===== config.mk =====
export PLATFORM = sky130hd
export DESIGN_NAME = menu_nav_ctrl
export DESIGN_NICKNAME = d
export VERILOG_FILES = /design/src/rtl/menu_nav_ctrl.sv
export SDC_FILE = /design/constraint.sdc
export NUM_CORES = 1
export LEC_CHECK = 0
export CAP_MARGIN = 20
export CORE_ASPECT_RATIO = 0.7
export CORE_UTILIZATION = 51
export DETAILED_ROUTE_END_ITERATION = 10
export HOLD_SLACK_MARGIN = 0.02
export PLACE_DENSITY = 0.85
export SLEW_MARGIN = 20
export SYNTH_ARGS = -nofsm -noshare
export SYNTH_HDL_FRONTEND = slang
export SYNTH_SLANG_ARGS = --single-unit

===== constraint.sdc =====
create_clock -name slow_clock -period 1.45 [get_ports slow_clock]
set_input_delay 0.2175 -clock slow_clock [delete_from_list [all_inputs] [get_ports slow_clock]]
set_output_delay 0.2175 -clock slow_clock [all_outputs]
set_load 0.1 [all_outputs]

===== src/rtl/menu_nav_ctrl.sv =====
// Menu navigation controller for the on-screen overlay.
// Debounces the five push-buttons, turns debounced rising edges into
// single-cycle press events and runs the CLOSED / MAIN / COLOR menu FSM
// that drives the overlay configuration and the committed waveform mode.
module menu_nav_ctrl #(
    parameter int DEBOUNCE   = 4,
    parameter int TIMEOUT    = 1000,
    parameter int NUM_GRAPHS = 20
) (
    input  logic       slow_clock,
    input  logic       reset_n,
    input  logic       btn_c,
    input  logic       btn_u,
    input  logic       btn_d,
    input  logic       btn_l,
    input  logic       btn_r,
    output logic [1:0] toggle_menu,
    output logic [1:0] select_wave,
    output logic [1:0] select_color,
    output logic [4:0] GRAPH_STATE,
    output logic       left,
    output logic       right,
    output logic [1:0] wave_mode
);

    localparam int DB_W   = $clog2(DEBOUNCE) + 1;
    localparam int IDLE_W = $clog2(TIMEOUT) + 1;

    localparam logic [DB_W-1:0]   DB_LAST    = DB_W'(DEBOUNCE - 1);
    localparam logic [IDLE_W-1:0] IDLE_LAST  = IDLE_W'(TIMEOUT - 1);
    localparam logic [4:0]        GRAPH_LAST = 5'(NUM_GRAPHS - 1);

    // Button bit positions; a lower index has higher priority.
    localparam int B_C = 0;
    localparam int B_U = 1;
    localparam int B_D = 2;
    localparam int B_L = 3;
    localparam int B_R = 4;

    typedef enum logic [1:0] {
        CLOSED = 2'd0,
        MAIN   = 2'd1,
        COLOR  = 2'd2
    } state_t;

    logic [4:0]      btn_raw;
    logic [DB_W-1:0] db_cnt [5];
    logic [4:0]      btn_deb;
    logic [4:0]      btn_deb_d;
    logic [4:0]      press;
    logic            accept;

    state_t          state,      state_nxt;
    logic [1:0]      sel_wave,   sel_wave_nxt;
    logic [1:0]      sel_color,  sel_color_nxt;
    logic [4:0]      graph,      graph_nxt;
    logic [1:0]      mode,       mode_nxt;
    logic            left_q,     left_nxt;
    logic            right_q,    right_nxt;
    logic [IDLE_W-1:0] idle,     idle_nxt;

    assign btn_raw = {btn_r, btn_l, btn_d, btn_u, btn_c};

    // Per-button debounce: the level flips only after DEBOUNCE consecutive
    // disagreeing samples; any agreeing sample restarts the count.
    always_ff @(posedge slow_clock or negedge reset_n) begin
        if (!reset_n) begin
            for (int i = 0; i < 5; i++) begin
                db_cnt[i] <= '0;
            end
            btn_deb   <= '0;
            btn_deb_d <= '0;
        end else begin
            btn_deb_d <= btn_deb;
            for (int i = 0; i < 5; i++) begin
                if (btn_raw[i] == btn_deb[i]) begin
                    db_cnt[i] <= '0;
                end else if (db_cnt[i] == DB_LAST) begin
                    btn_deb[i] <= ~btn_deb[i];
                    db_cnt[i]  <= '0;
                end else begin
                    db_cnt[i] <= db_cnt[i] + DB_W'(1);
                end
            end
        end
    end

    // A press is the first cycle of a debounced high level; releases and
    // held levels produce nothing.
    assign press  = btn_deb & ~btn_deb_d;
    assign accept = |press;

    // Menu state and every overlay output are registered here.
    always_ff @(posedge slow_clock or negedge reset_n) begin
        if (!reset_n) begin
            state     <= CLOSED;
            sel_wave  <= '0;
            sel_color <= '0;
            graph     <= '0;
            mode      <= '0;
            left_q    <= 1'b0;
            right_q   <= 1'b0;
            idle      <= '0;
        end else begin
            state     <= state_nxt;
            sel_wave  <= sel_wave_nxt;
            sel_color <= sel_color_nxt;
            graph     <= graph_nxt;
            mode      <= mode_nxt;
            left_q    <= left_nxt;
            right_q   <= right_nxt;
            idle      <= idle_nxt;
        end
    end

    // Next-state logic: acts on the single highest-priority press (c>u>d>l>r)
    // and closes an idle menu once the timeout expires without a press.
    always_comb begin
        state_nxt     = state;
        sel_wave_nxt  = sel_wave;
        sel_color_nxt = sel_color;
        graph_nxt     = graph;
        mode_nxt      = mode;
        left_nxt      = 1'b0;
        right_nxt     = 1'b0;
        idle_nxt      = (state == CLOSED) ? '0 : idle + IDLE_W'(1);

        if (accept) begin
            idle_nxt = '0;
        end

        case (state)
            CLOSED: begin
                if (press[B_C]) begin
                    state_nxt    = MAIN;
                    sel_wave_nxt = 2'd0;
                end
            end
            MAIN: begin
                if (press[B_C]) begin
                    if (sel_wave == 2'd3) begin
                        state_nxt     = COLOR;
                        sel_color_nxt = 2'd0;
                    end else begin
                        mode_nxt  = sel_wave;
                        state_nxt = CLOSED;
                    end
                end else if (press[B_U]) begin
                    sel_wave_nxt = sel_wave - 2'd1;
                end else if (press[B_D]) begin
                    sel_wave_nxt = sel_wave + 2'd1;
                end else if (press[B_L]) begin
                    if (sel_wave == 2'd3) begin
                        graph_nxt = (graph == 5'd0) ? GRAPH_LAST : graph - 5'd1;
                    end
                end else if (press[B_R]) begin
                    if (sel_wave == 2'd3) begin
                        graph_nxt = (graph == GRAPH_LAST) ? 5'd0 : graph + 5'd1;
                    end
                end
            end
            COLOR: begin
                if (press[B_C]) begin
                    state_nxt = MAIN;
                end else if (press[B_U]) begin
                    sel_color_nxt = (sel_color == 2'd0) ? 2'd2 : sel_color - 2'd1;
                end else if (press[B_D]) begin
                    sel_color_nxt = (sel_color == 2'd2) ? 2'd0 : sel_color + 2'd1;
                end else if (press[B_L]) begin
                    left_nxt = 1'b1;
                end else if (press[B_R]) begin
                    right_nxt = 1'b1;
                end
            end
            default: begin
                state_nxt = CLOSED;
            end
        endcase

        if (!accept && (state != CLOSED) && (idle == IDLE_LAST)) begin
            state_nxt = CLOSED;
            idle_nxt  = '0;
        end
    end

    assign toggle_menu  = state;
    assign select_wave  = sel_wave;
    assign select_color = sel_color;
    assign GRAPH_STATE  = graph;
    assign wave_mode    = mode;
    assign left         = left_q;
    assign right        = right_q;

endmodule


==> flow_summary.yaml <==
worst_setup_path:
  path_cells: "inv_4, ha_4, or4b_4, nand3_2, a2111oi_2, a21o_1"
  critPathSlowestCell: "dfrtp_4"
  reg2regPathDepth: 6
  worst_ep_arrival_time_ps: 1820
  critPathMaxFanout: 4
  crit_type: "reg2reg"
  cp-end-kind: "flop"
  cpLargestDelayFamily: "simple AND/OR/NAND/NOR gates"
  cp_num_cells: 6
  required_ps: 1650
  cp_num_buf_inv: 1
  crit_path_start_kind: "flop"
  slowest_delay_ps: 520
power_and_ir_drop:
  ir_worst_vdd_v: 0.00136
  powerDensity_nw_per_um2: 1910
  p_leak_nw: 1.55
  power.total_w: 0.00663
floorplanning:
  dieArea_sq_um: 5120
  pin_count: 22
  core_sq_um: 4480
  die_h_um: 60.2
  initial_core_util_pct: 55.0
  die_w_um: 85.1
  row_count: 20
grt:
  grt_pass1_wl_mm: 8.60
  grt_max_degree: 52
  grt_pass1_vias: 1846
  antenna_found_initial: 0
  grtUsageTotal_pct: 22.2
  overflow: 0
sta:
  relSlewSlack_pct: 80.3
  hold_viol: 0
  holdWs_ps: 412
  layout_min_cycle_time_ps: 1620
  worstMarginPinSlew_ps: 293
  setup_tns_ps: -698
  fin_skew_ps: 8.85
  rsz0062_at_grt: "yes"
  post-route-period-util_pct: 112
  slew_viol_final: 0
  max_clock_freq_mhz: 617
  setup_viol: 5
  fin_ws_ps: -170
clock_network:
  cts.sinks: 51
  cts_tree: "yes"
  insertion_delay_ps: 310
  cts_htree_levels: 2
  clockBufferDepth: 2
  cts-root-buf: "clkbuf_8"
  cts_buffers: 5
  path_clk_slew_ps: 90
cells_and_area:
  antenna_cells: 0
  drive_gt1_share_pct: 38.5
  stdcell_count: 341
  final_common_cell: "dfrtp_1"
  syn2layout_area_growth_pct: 40.8
  layout_common_cells: "40 x dfrtp_1, 37 x buf_4, 20 x nor2_1, 16 x buf_12, 10 x ha_1"
  fin_nets: 304
  fin_area_sq_um: 3470
synthesis:
  synth.avg_cell_area_sq_um: 11.1
  postSynth.asyncResetShare_pct: 100
  synth_top_flop_cell: "dfrtp_1"
  ys_types: 46
  yosys_warnings: 0
  syn_nets: 240
  syn-cell-area_sq_um: 2460
  synth_edf_count: 0
  synth-seq-cells: 51
  synth_seq_area_share_pct: 51.8
  synth_cells: 221
route:
  wl_per_cell_um: 14.7
  antenna_left: 0
  wl_mm: 5.03
  drt_iter0_drc: 46
  vias: 1870
  drcViolationCount: 0
  drt-vias-per-instance: 5.48
  drt_first_pass_iters: 4
placement:
  dpl.cell_count: 327
  dp_hpwl_mm: 3.58
  gp_congestion: 0.874
  dpl-instance-area_sq_um: 3190
  io_buffers: 21
run_status:
  outcome: "finished with violations"
  violations: "setup timing"
hold_path:
  hold_class: "in2async"
job:
  cap_violations: 0
worst register-to-register path: stages (launching register included):
cell and delay (ps):
dfrtp_4 520, inv_4 70, ha_4 130, or4b_4 490
nand3_2 90, a2111oi_2 60, a21o_1 160
report_power, final:
part           leakage, nW  switching [W]  internal (W)
sequential           0.654       0.000246       0.00182
clock               0.0558       0.000493      0.000522
combinational        0.839        0.00197       0.00158
repair_timing:
| item | in CTS | in global routing |
|---|---|---|
| gates resized for setup | 8 | 23 |
| endpoints found under the hold margin | 51 | 0 |
| endpoints found under the setup margin | 8 | 21 |
| pin swaps | 3 | 14 |
| setup buffers | 2 | 4 |
| hold buffers | 1 | 0 |
per-layer routing:
layer	GRT usage (%)	vias to the layer above	part of all wire (%)
met5	0	-	0
met4	7.26	0	2.1
met3	4.70	15	3.0
met2	37.9	41	48
met1	28.8	906	47
li1	-	908	-
final timing paths:
path,start,to,slack [ps]
max,GRAPH_STATE[1],GRAPH_STATE[2],-170
min,reset_n,left,410
max reg2reg,GRAPH_STATE[1],GRAPH_STATE[2],-170
min reg2reg,db_cnt[0],db_cnt[0],450
max in group asynchronous,reset_n,toggle_menu[0],780
min in group slow_clock,db_cnt[0],db_cnt[0],450
cells in the mapped netlist (all sizes together) (3+ instances only):
cell	count	area (sq um)
nor3b	9	67.6
o21ai	3	15.0
mux2	9	105
and3	3	18.8
nor3	8	40.0
ha	12	150
inv	5	18.8
nor2b	11	68.8
dfrtp	51	1280
xor2	8	70.1
o31ai	3	22.5
and4	3	26.3
nand4	3	18.8
xnor2	7	61.3
nand3	8	45.0
nand2b	7	43.8
a21oi	5	25.0
buf	6	38.8
nor2	27	101
nand2	7	26.3
state kept, by name, summed over array words and instances (netlist names):
name          cells
GRAPH_STATE       5
btn_deb           5
btn_deb_d         5
db_cnt           15
idle             11
left              1
right             1
select_color      2
select_wave       2
toggle_menu       2
wave_mode         2
layout make-up:
type / instances / area [sq um]
well taps: 55 / 68.8
inverters: 5 / 21.3
clock buffers: 6 / 72.6
fillers: 255 / 1010
repair buffers: 63 / 697
flip-flops and latches: 51 / 1310
multi-input cells: 159 / 1260
clock inverters: 2 / 38.8
logic make-up after synthesis:
family	synth area share, %
compound gates	7.11
fa+ha+maj	6.09
mux	5.08
xor+xnor	5.33
simple gates	22.2
buf+inv	2.34
flops	51.8
metrics by stage:
stage	worst slack [ps]	utilization, %
6_report	-170	77.5
4_1_cts	-165	75.1
5_1_grt	-232	77.5
3_5_place_dp	-152	71.3
3_3_place_gp	-107	71.3
2_1_floorplan	-297	-
Note: power is estimated with default switching activity, not from simulation.
